==> config.mk <==
export PLATFORM = sky130hd
export DESIGN_NAME = load_store_unit_flat
export DESIGN_NICKNAME = d
export VERILOG_FILES = /design/src/rtl/load_store_unit_pkg.sv /design/src/rtl/load_store_unit_if.sv /design/src/rtl/lsu_lane_align.sv /design/src/rtl/load_store_unit.sv /design/src/flat_wrapper.sv
export SDC_FILE = /design/constraint.sdc
export NUM_CORES = 1
export LEC_CHECK = 0
export ABC_AREA = 1
export CORE_MARGIN = 5
export CORE_UTILIZATION = 44
export CTS_CLUSTER_DIAMETER = 40
export CTS_CLUSTER_SIZE = 8
export DETAILED_ROUTE_END_ITERATION = 8
export GPL_ROUTABILITY_DRIVEN = 0
export HOLD_SLACK_MARGIN = 0.02
export PLACE_DENSITY = 0.75
export SETUP_SLACK_MARGIN = 0.05
export SYNTH_ARGS = -nofsm -noshare
export SYNTH_HDL_FRONTEND = slang
export SYNTH_HIERARCHICAL = 1
export SYNTH_SLANG_ARGS = --single-unit
==> constraint.sdc <==
create_clock -name Clk -period 1.8 [get_ports Clk]
set_clock_uncertainty 0.1 [all_clocks]
set_input_delay 0.36 -clock Clk [delete_from_list [all_inputs] [get_ports Clk]]
set_output_delay 0.36 -clock Clk [all_outputs]
set_load 0.1 [all_outputs]
==> src/rtl/load_store_unit_pkg.sv <==
// Shared definitions for the load/store unit: op encodings, FSM states,
// lane-shift constants and request-classification helpers.
package lsu_pkg;

  localparam int unsigned ADDR_LIMIT_DEF = 1024;

  localparam logic [3:0] OP_LB  = 4'b0000;
  localparam logic [3:0] OP_LH  = 4'b0001;
  localparam logic [3:0] OP_LW  = 4'b0010;
  localparam logic [3:0] OP_LBU = 4'b0100;
  localparam logic [3:0] OP_LHU = 4'b0101;
  localparam logic [3:0] OP_SB  = 4'b1000;
  localparam logic [3:0] OP_SH  = 4'b1001;
  localparam logic [3:0] OP_SW  = 4'b1010;

  localparam logic [1:0] SIZE_BYTE = 2'b00;
  localparam logic [1:0] SIZE_HALF = 2'b01;

  // Big-endian lanes: lower byte address lives in the more significant bits.
  localparam logic [4:0] SHIFT_HALF_HI = 5'd16;
  localparam logic [4:0] SHIFT_HALF_LO = 5'd0;

  typedef enum logic [1:0] {
    ST_IDLE = 2'd0,
    ST_RD   = 2'd1,
    ST_CAP  = 2'd2,
    ST_WR   = 2'd3
  } lsu_state_e;

  function automatic logic op_legal(input logic [3:0] op);
    case (op)
      OP_LB, OP_LH, OP_LW, OP_LBU, OP_LHU, OP_SB, OP_SH, OP_SW: op_legal = 1'b1;
      default: op_legal = 1'b0;
    endcase
  endfunction

  function automatic logic misaligned(input logic [3:0] op, input logic [1:0] lane);
    misaligned = ((op[1:0] == SIZE_HALF) && lane[0]) ||
                 ((op[1:0] == 2'b10) && (lane != 2'b00));
  endfunction

endpackage

==> src/rtl/load_store_unit_if.sv <==
// Request bus between the MEM stage and the LSU, and the LSU-to-data-memory bus.
interface lsu_req_if;
  logic        req_valid;
  logic        req_ready;
  logic [3:0]  req_op;
  logic [31:0] req_addr;
  logic [31:0] req_wdata;
  logic [31:0] load_data;
  logic        done;
  logic        err;

  modport master (output req_valid, req_op, req_addr, req_wdata,
                  input  req_ready, load_data, done, err);
  modport slave  (input  req_valid, req_op, req_addr, req_wdata,
                  output req_ready, load_data, done, err);
endinterface

interface lsu_mem_if;
  logic [31:0] mem_address;
  logic [31:0] mem_write_data;
  logic        MemWrite;
  logic        MemRead;
  logic [31:0] mem_read_data;

  modport master (output mem_address, mem_write_data, MemWrite, MemRead,
                  input  mem_read_data);
  modport slave  (input  mem_address, mem_write_data, MemWrite, MemRead,
                  output mem_read_data);
endinterface

==> src/rtl/lsu_lane_align.sv <==
// Combinational lane logic: sub-word load extract/extend and sub-word store
// merge into a previously read memory word.
module lsu_lane_align
  import lsu_pkg::*;
(
  input  logic [3:0]  i_op,
  input  logic [1:0]  i_lane,
  input  logic [31:0] i_word,
  input  logic [31:0] i_wdata,
  output logic [31:0] o_load,
  output logic [31:0] o_merge
);

  logic [4:0]  w_shift;
  logic [31:0] w_shifted;
  logic [31:0] w_mask;
  logic [31:0] w_ins;

  always_comb begin
    // Byte shift is (3 - lane) * 8, i.e. the inverted lane index times 8.
    w_shift   = (i_op[1:0] == SIZE_HALF) ? (i_lane[1] ? SHIFT_HALF_LO : SHIFT_HALF_HI)
                                         : {~i_lane, 3'b000};
    w_shifted = i_word >> w_shift;
    o_load    = i_word;
    w_mask    = 32'hFFFF_FFFF;
    w_ins     = i_wdata;
    case (i_op[1:0])
      SIZE_BYTE: begin
        o_load = {{24{w_shifted[7] & ~i_op[2]}}, w_shifted[7:0]};
        w_mask = 32'h0000_00FF << w_shift;
        w_ins  = {24'b0, i_wdata[7:0]} << w_shift;
      end
      SIZE_HALF: begin
        o_load = {{16{w_shifted[15] & ~i_op[2]}}, w_shifted[15:0]};
        w_mask = 32'h0000_FFFF << w_shift;
        w_ins  = {16'b0, i_wdata[15:0]} << w_shift;
      end
      default: ;
    endcase
    o_merge = (i_word & ~w_mask) | w_ins;
  end

endmodule

==> src/rtl/load_store_unit.sv <==
// Load/store sequencer between the MEM stage and a 256x32 synchronous data
// memory; sub-word stores are done as read-modify-write.
//   state | meaning
//   IDLE  | ready; accepts a request, flags errors immediately
//   RD    | MemRead high, memory samples address at the next edge
//   CAP   | read word valid: finish load or merge store data
//   WR    | MemWrite high, done follows at the next edge
module load_store_unit
  import lsu_pkg::*;
#(
  parameter int unsigned ADDR_LIMIT = ADDR_LIMIT_DEF
) (
  input logic       Clk,
  input logic       Rst_n,
  lsu_req_if.slave  req,
  lsu_mem_if.master mem
);

  lsu_state_e  r_state;
  lsu_state_e  w_next;
  logic [3:0]  r_op;
  logic [1:0]  r_lane;
  logic [31:0] r_wdata;
  logic [31:0] r_load_data;
  logic        r_done;
  logic        r_err;
  logic [7:0]  r_mem_addr;
  logic [31:0] r_mem_wdata;
  logic        r_mem_read;
  logic        r_mem_write;
  logic        w_accept;
  logic        w_bad;
  logic [31:0] w_load;
  logic [31:0] w_merge;

  assign w_accept = req.req_valid && (r_state == ST_IDLE);
  assign w_bad    = !op_legal(req.req_op) || misaligned(req.req_op, req.req_addr[1:0]) ||
                    (req.req_addr >= ADDR_LIMIT);

  lsu_lane_align u_align (
    .i_op   (r_op),
    .i_lane (r_lane),
    .i_word (mem.mem_read_data),
    .i_wdata(r_wdata),
    .o_load (w_load),
    .o_merge(w_merge)
  );

  always_ff @(posedge Clk or negedge Rst_n) begin
    if (!Rst_n) r_state <= ST_IDLE;
    else        r_state <= w_next;
  end

  always_comb begin
    w_next = r_state;
    case (r_state)
      ST_IDLE: if (w_accept && !w_bad) w_next = (req.req_op == OP_SW) ? ST_WR : ST_RD;
      ST_RD:   w_next = ST_CAP;
      ST_CAP:  w_next = r_op[3] ? ST_WR : ST_IDLE;
      ST_WR:   w_next = ST_IDLE;
      default: w_next = ST_IDLE;
    endcase
  end

  always_ff @(posedge Clk or negedge Rst_n) begin
    if (!Rst_n) begin
      r_op        <= '0;
      r_lane      <= '0;
      r_wdata     <= '0;
      r_load_data <= '0;
      r_done      <= 1'b0;
      r_err       <= 1'b0;
      r_mem_addr  <= '0;
      r_mem_wdata <= '0;
      r_mem_read  <= 1'b0;
      r_mem_write <= 1'b0;
    end else begin
      r_done      <= 1'b0;
      r_err       <= 1'b0;
      r_mem_read  <= 1'b0;
      r_mem_write <= 1'b0;
      case (r_state)
        ST_IDLE: if (w_accept) begin
          r_op    <= req.req_op;
          r_lane  <= req.req_addr[1:0];
          r_wdata <= req.req_wdata;
          if (w_bad) begin
            r_done      <= 1'b1;
            r_err       <= 1'b1;
            r_load_data <= '0;
          end else begin
            r_mem_addr <= req.req_addr[9:2];
            if (req.req_op == OP_SW) begin
              r_mem_write <= 1'b1;
              r_mem_wdata <= req.req_wdata;
            end else begin
              r_mem_read  <= 1'b1;
            end
          end
        end
        ST_CAP: begin
          if (r_op[3]) begin
            r_mem_write <= 1'b1;
            r_mem_wdata <= w_merge;
          end else begin
            r_load_data <= w_load;
            r_done      <= 1'b1;
          end
        end
        ST_WR:   r_done <= 1'b1;
        default: ;
      endcase
    end
  end

  assign req.req_ready      = (r_state == ST_IDLE);
  assign req.load_data      = r_load_data;
  assign req.done           = r_done;
  assign req.err            = r_err;
  assign mem.mem_address    = {24'b0, r_mem_addr};
  assign mem.mem_write_data = r_mem_wdata;
  assign mem.MemRead        = r_mem_read;
  assign mem.MemWrite       = r_mem_write;

endmodule

==> src/flat_wrapper.sv <==
// flat-port wrapper written by rule: the top's interface ports become plain ports
module load_store_unit_flat import lsu_pkg::*;
#(
  parameter int unsigned ADDR_LIMIT = ADDR_LIMIT_DEF
)
  (Clk, Rst_n, req_req_valid, req_req_op, req_req_addr, req_req_wdata, req_req_ready, req_load_data, req_done, req_err, mem_mem_address, mem_mem_write_data, mem_MemWrite, mem_MemRead, mem_mem_read_data);
  lsu_req_if req_i ();
  lsu_mem_if mem_i ();
  input logic Clk;
  input logic Rst_n;
  input wire logic [$bits(req_i.req_valid)-1:0] req_req_valid;
  input wire logic [$bits(req_i.req_op)-1:0] req_req_op;
  input wire logic [$bits(req_i.req_addr)-1:0] req_req_addr;
  input wire logic [$bits(req_i.req_wdata)-1:0] req_req_wdata;
  output wire logic [$bits(req_i.req_ready)-1:0] req_req_ready;
  output wire logic [$bits(req_i.load_data)-1:0] req_load_data;
  output wire logic [$bits(req_i.done)-1:0] req_done;
  output wire logic [$bits(req_i.err)-1:0] req_err;
  output wire logic [$bits(mem_i.mem_address)-1:0] mem_mem_address;
  output wire logic [$bits(mem_i.mem_write_data)-1:0] mem_mem_write_data;
  output wire logic [$bits(mem_i.MemWrite)-1:0] mem_MemWrite;
  output wire logic [$bits(mem_i.MemRead)-1:0] mem_MemRead;
  input wire logic [$bits(mem_i.mem_read_data)-1:0] mem_mem_read_data;
  assign req_i.req_valid = req_req_valid;
  assign req_i.req_op = req_req_op;
  assign req_i.req_addr = req_req_addr;
  assign req_i.req_wdata = req_req_wdata;
  assign req_req_ready = req_i.req_ready;
  assign req_load_data = req_i.load_data;
  assign req_done = req_i.done;
  assign req_err = req_i.err;
  assign mem_mem_address = mem_i.mem_address;
  assign mem_mem_write_data = mem_i.mem_write_data;
  assign mem_MemWrite = mem_i.MemWrite;
  assign mem_MemRead = mem_i.MemRead;
  assign mem_i.mem_read_data = mem_mem_read_data;
  load_store_unit #(.ADDR_LIMIT(ADDR_LIMIT)) u_core (.Clk(Clk), .Rst_n(Rst_n), .req(req_i), .mem(mem_i));
endmodule
======== Yosys cells after proc, flatten, opt, wreduce, memory -nomap -nowiden ========
Memories as Yosys holds them, arrays and structs flattened.
Cells that the tools add are included.
storage, ports and cells
  register bits after elaboration ......... 116
  memory bits (read-only) ................. 16
  bits of input ports ..................... 103
  output and inout bits ................... 101
  word-level logic and storage cells ...... 89
  memories ................................ 1
memory list
  memory           depth  bits a word  read ports  clocked after memory_dff  wr ports  line                       source
  (no name shown)  16     1            1           0                         0         load_store_unit_pkg.sv:31  case (op)
cells by class
  $lt $le $gt $ge ......................... 1
  eq/ne operators ......................... 14
  shift operators ......................... 5
  multiplexer cells ....................... 32
  bitwise logic cells ..................... 8
  reduce and logical (&&, ||, !) cells .... 17
operator list
  cell                                                                                   count
  32-bit case mux with 2 select lines                                                    5
  32-bit 2-to-1 mux                                                                      7
  32-bit bitwise AND                                                                     1
  32-bit by 11-bit greater-or-equal comparator with 1-bit output, second input constant  1
  32-bit NOT                                                                             1
  32-bit bitwise OR                                                                      1
  16-bit by 5-bit << shifter with 32-bit output                                          1
  16-bit by 5-bit << shifter with 32-bit output, first input constant                    1
  8-bit by 5-bit << shifter with 32-bit output                                           1
  8-bit by 5-bit << shifter with 32-bit output, first input constant                     1
  32-bit by 5-bit right shift with 16-bit output                                         1
  1-bit 2-to-1 mux                                                                       12
  5-bit 2-to-1 mux                                                                       2
  2-bit by 1-bit inequality test with 1-bit output, second input constant                5
  2-bit case mux with 4 select lines                                                     1
  2-bit by 1-bit == test with 1-bit output, second input constant                        3
  2-bit == test, second input constant                                                   3
  2-bit 2-to-1 mux                                                                       3
  5-bit AND reduction                                                                    1
  4-bit == test, second input constant                                                   1
  1-bit logical AND                                                                      4
  2-bit logical NOT                                                                      2
  2-bit inequality test, second input constant                                           2
  4-bit AND reduction                                                                    1
  other kinds (10)                                                                       16

======== Depth between registers and ports, before layout ========
  word-level depth ........................ 9
  gate-level depth with buffers ........... 15

======== Hierarchy ========
Netlist, hierarchy kept.
by module, submodules not included
  module           times used  cells an instance  area each (um2)
  load_store_unit  1           673                5565.3
  lsu_lane_align   1           330                1575.3

======== Least setup slack after synthesis ========
No wires, ideal clock.
  path kind ............................... register -> register
  start ................................... register u_core.r_state[1]
  end ..................................... register u_core.r_load_data[10] (netlist: u_core/req.load_data[10])
  setup time .............................. 0.122 ns
  arrival ................................. 1.780 ns
  required time ........................... 1.578 ns
  setup slack ............................. -0.202 ns
  stages on the path, launching flop included .. 10
  buffers on the path ..................... 1
  period minus slack after synthesis ...... 2.002 ns
  path through ............................ dfrtp_1 nor2_4 inv_2 nor2_4 inv_2 o21ai_2 nand2_2 buf_4 nand2_1 nand2_1
on the way
  word-level cells in the longest chain between the ends .. 4
  elaborated cells between the ends (all ways) .. 9
  classes of those cells .................. 4 x eq/ne; 1 x mux; 4 x reduce/logical
RTL lines
  what                                                        line                    source
  start, declared                                             load_store_unit.sv:19   lsu_state_e r_state;
  start signal, assigned                                      load_store_unit.sv:51   else r_state <= w_next;
  2-bit logical NOT *                                         -
  named net req_req_ready                                     flat_wrapper.sv:15      output wire logic [$bits(req_i.req_ready)-1:0] req_req_ready;
  1-bit logical AND                                           load_store_unit.sv:36   assign w_accept = req.req_valid && (r_state == ST_IDLE);
  2-bit by 1-bit inequality test with 1-bit output (no line)  -
  4-bit AND reduction (no line)                               -
  end signal, assigned                                        load_store_unit.sv:106  r_load_data <= w_load;
  end, declared                                               load_store_unit.sv:24   logic [31:0] r_load_data;
The timed path passes the listed nets; every way through them passes the cells marked *.
A chain may end at the register's enable or synchronous reset.

======== Final worst setup path ========
  start ................................... register u_core.r_op[1]
  end ..................................... register u_core.r_load_data[22] (netlist: u_core/req.load_data[22])
on the way
  word-level cells in the longest chain between the ends .. 7
  elaborated cells between the ends (all ways) .. 9
  classes of those cells .................. 1 x eq/ne; 1 x shift; 4 x mux; 2 x bitwise; 1 x reduce/logical
RTL lines
  what                                            line                                        source
  start, declared                                 load_store_unit.sv:21                       logic [3:0] r_op;
  start signal, assigned                          load_store_unit.sv:84                       r_op <= req.req_op;
  2-bit by 1-bit == test with 1-bit output        lsu_lane_align.sv:21, lsu_lane_align.sv:27
  5-bit 2-to-1 mux                                lsu_lane_align.sv:21                        w_shift = (i_op[1:0] == SIZE_HALF) ? (i_lane[1] ? SHIFT_HALF_LO : SHIFT_HALF_HI)
  32-bit by 5-bit right shift with 16-bit output  lsu_lane_align.sv:23                        w_shifted = i_word >> w_shift;
  1-bit bitwise AND (on tied branches)            lsu_lane_align.sv:34, lsu_lane_align.sv:29
  32-bit case mux with 2 select lines *           lsu_lane_align.sv:27                        case (i_op[1:0])
  named net u_core.w_load[22]                     load_store_unit.sv:33                       logic [31:0] w_load;
  32-bit 2-to-1 mux *                             load_store_unit.sv:102                      if (r_op[3]) begin
  32-bit case mux with 2 select lines *           load_store_unit.sv:82                       case (r_state)
The timed path passes the listed nets; every way through them passes the cells marked *. The select of a mux whose other input is x is not followed.

==> Flow_metrics.wiki <==
{| class="wikitable"
! Metric !! Value
|-
| Vias per Instance || 5.41
|-
| Post-synthesis to final-layout area growth || 61.2%
|-
| Vias post-DR || 7887
|-
| Final Critical Period || 1.94 ns
|-
| Final setup violating endpoints || 51
|-
| Number of rows in the core area || 46
|-
| Fmax || 0.515 GHz
|-
| DRC violation count after routing || 0
|-
| First-pass GRT wire length || 37700 um
|-
| Area of the mapped netlist || 7140 um2
|-
| Final total negative setup slack || -2.71 ns
|-
| Unique cell type count in the Yosys netlist || 32
|-
| Synth area leader || sky130_fd_sc_hd__dfrtp_1
|-
| Total wire length || 25300 um
|-
| Vias in the first global route || 7271
|-
| Yosys top cell area share || 40.7%
|-
| Largest cells by area after synthesis || sky130_fd_sc_hd__dfrtp_1 (41%), sky130_fd_sc_hd__nand2_1 (20%), sky130_fd_sc_hd__nand3_1 (9.0%)
|-
| Number of synthesized flops with an enable pin || 0
|-
| Clock sinks || 116
|-
| Lkg Pwr || 5.83 nW
|-
| Root buffer cell || sky130_fd_sc_hd__clkbuf_16
|-
| Per-instance average area after synthesis || 7.12 um2
|-
| Initial drt markers || 798
|-
| Setup repair after global routing missed its margin || true
|-
| Synth top cells by count || sky130_fd_sc_hd__nand2_1 (384), sky130_fd_sc_hd__nand3_1 (129), sky130_fd_sc_hd__dfrtp_1 (116)
|-
| Final worst-path cycle share || 108%
|-
| Outcome || finished, violations left
|-
| Final non-filler cell area || 11500 um2
|-
| Transition time at the pin with the least slew margin || 0.536 ns
|-
| Number of nets in the final layout || 1334
|-
| Max-cap violation count || 0
|-
| Sequential fraction of the synthesis area || 40.7%
|-
| First-pass detailed-route iteration total || 6
|-
| Number of hold-slack violations in the final timing report || 0
|-
| Antenna fix cells || 0
|-
| Post-synthesis register bit count || 116
|-
| Cells after Synth || 1003
|-
| Worst path required time || 2.05 ns
|-
| Core region area || 15900 um2
|-
| Ratio of cells with drive above 1 in the final layout || 25.4%
|-
| Final worst slack || -0.144 ns
|-
| WL per Instance || 17.4 um
|-
| Arr. time, crit path || 2.19 ns
|-
| Horizontal die dimension || 137 um
|-
| Skew-Pair Late Insertion Delay || 0.41 ns
|-
| Clock input transition at the sequential cells of the worst setup and hold paths || 0.05 ns
|-
| Count of antenna-violating nets left after detailed routing || 0
|-
| Total grt overflow || 0
|-
| Class of the most critical setup path || reg -> reg
|-
| Biggest fanout along the worst timing path || 6
|-
| Synth Flop Type || sky130_fd_sc_hd__dfrtp_1
|-
| Max-slew violations || 0
|-
| TritonCTS buffer count || 17
|-
| Share of async-settable or async-resettable flops after synthesis || 100%
|-
| Crit path launch type || flop
|-
| Cell with the most instances after synthesis || sky130_fd_sc_hd__nand2_1
|-
| GRT Total Usage || 25.5%
|-
| Die height || 137 um
|-
| DPL Wire Length || 17500 um
|-
| PwrDens || 760 nW/um2
|-
| CTS tree || yes
|-
| Max transition margin || 64.2%
|-
| Max Root-Sink Buffers || 2
|-
| Cell Count Post-Placement || 1400
|-
| Synthesis warning total || 6
|-
| Initial antenna violation count || 0
|-
| # port buffers || 179
|-
| Instance area at placement || 10300 um2
|-
| Tot Pwr || 0.00875 W
|-
| Pin count of the biggest net entering global routing || 64
|-
| Non-filler cells, final || 1458
|-
| Kind of capture point of the worst setup path || flop
|-
| Number of ports placed on the die boundary || 204
|-
| Number of H-tree levels || 4
|-
| Die area || 18900 um2
|-
| Initial Util || 45.0%
|-
| IR Drop Worst-Case VDD || 0.656 mV
|-
| Worst-case setup slack after placement || -0.304 ns
|-
| Failing checks || setup timing
|-
| Min-Delay Path Class || in -> async
|}
[cells in the final DEF, fill, tap and decap left out, types with 5 or more instances in the layout]
cell type	instances
sky130_fd_sc_hd__nand3_2	35
sky130_fd_sc_hd__nand3_4	5
sky130_fd_sc_hd__o21ai_1	7
sky130_fd_sc_hd__clkdlybuf4s50_1	100
sky130_fd_sc_hd__o221ai_1	5
sky130_fd_sc_hd__dfrtp_1	114
sky130_fd_sc_hd__o21ai_0	12
sky130_fd_sc_hd__nand2_4	6
sky130_fd_sc_hd__inv_2	5
sky130_fd_sc_hd__mux2_2	25
sky130_fd_sc_hd__buf_6	9
sky130_fd_sc_hd__nand2_2	6
sky130_fd_sc_hd__o21ai_2	11
sky130_fd_sc_hd__nand2_1	376
sky130_fd_sc_hd__nand4_1	32
sky130_fd_sc_hd__buf_4	59
sky130_fd_sc_hd__inv_1	70
sky130_fd_sc_hd__nand2_8	7
sky130_fd_sc_hd__clkbuf_16	18
sky130_fd_sc_hd__nor2_2	5
sky130_fd_sc_hd__buf_12	93
sky130_fd_sc_hd__clkbuf_1	5
sky130_fd_sc_hd__nand3_1	105
sky130_fd_sc_hd__a21oi_1	10
sky130_fd_sc_hd__nor2_1	59
sky130_fd_sc_hd__conb_1	24
sky130_fd_sc_hd__nor2_4	6
[sequential cells by signal, summed over array words and instances, names as in the netlist]
signal and cells:
u_core/r_state 2, u_core/r_op 4, u_core/mem.MemRead 1, u_core/mem.mem_write_data 32, u_core/req.err 1, u_core/mem.MemWrite 1
u_core/req.load_data 32, u_core/r_wdata 32, u_core/r_mem_addr 8, u_core/req.done 1, u_core/r_lane 2
[path summary, 6_finish.rpt]
| kind | end | slack (ns) | from | cells after the start |
|---|---|---|---|---|
| max | u_core/req.load_data[22] | -0.14 | u_core/r_op[1] | 12 |
| min | u_core/r_lane[1] | 0.24 | Rst_n | 2 |
| max reg2reg | u_core/req.load_data[22] | -0.14 | u_core/r_op[1] | 12 |
| min reg2reg | u_core/r_wdata[7] | 0.37 | u_core/r_wdata[7] | 2 |
| max in group asynchronous | u_core/r_state[1] | 0.78 | Rst_n | 3 |
| min in group Clk | u_core/r_op[2] | 0.27 | req_req_op[2] | 4 |
[logic make-up after synthesis]
group	synth area share [%]
flip-flops	40.7
multiplexers	4.10
AND/OR/NAND/NOR	39.4
other	0.0525
buffers and inverters	11.1
AO/OA/AOI/OAI	4.63
[layout make-up]
type                       count  area (um2)
sequential                   116        2910
multi-input combinational    751        3970
fill                        1159        4380
tap                          216         270
clock buffer                  25         485
clock inverter                 5        75.1
timing repair buffer         267        3500
inverter                      78         303
[worst max-delay path, cell delays in order (launching register included)]
cell and delay [ns]:
sky130_fd_sc_hd__dfrtp_2 0.43, sky130_fd_sc_hd__inv_2 0.10, sky130_fd_sc_hd__nand2_4 0.08, sky130_fd_sc_hd__buf_6 0.14
sky130_fd_sc_hd__nand3b_1 0.14, sky130_fd_sc_hd__nand3_4 0.14, sky130_fd_sc_hd__nand2_8 0.18, sky130_fd_sc_hd__nand2_8 0.09
sky130_fd_sc_hd__nand3_2 0.09, sky130_fd_sc_hd__inv_1 0.04, sky130_fd_sc_hd__nor2_1 0.13, sky130_fd_sc_hd__nand3_1 0.11
sky130_fd_sc_hd__nand2_1 0.09
[power by group]
group          internal, W  switching, W
clock              0.00212       0.00110
sequential         0.00274      0.000126
combinational      0.00100       0.00166
[timing repair]
action                                  in CTS  in global routing
setup buffers                                6                 16
gates cloned                                 2                  3
pin swaps                                    0                 29
hold buffers                                 1                  0
endpoints found under the hold margin      116                  0
endpoints found under the setup margin      61                 75
gates resized for setup                     24                 79
[through the flow]
stage	hold slack [ns]	util, %
finish	0.243	72.4
global route	0.258	72.4
CTS	0.229	69.3
detailed placement	0.118	64.7
global placement	0.114	64.7
floorplan	-0.0356	-
[routing by layer]
layer / GRT usage [%] / vias up / share of wire (%)
met3: 8.95 / 105 / 12
met5: 0 / - / 0
met4: 10.8 / 0 / 4.7
li1: - / 3645 / -
met2: 38.9 / 503 / 45
met1: 32.8 / 3634 / 38
Note: power is estimated with default switching activity, not from simulation.
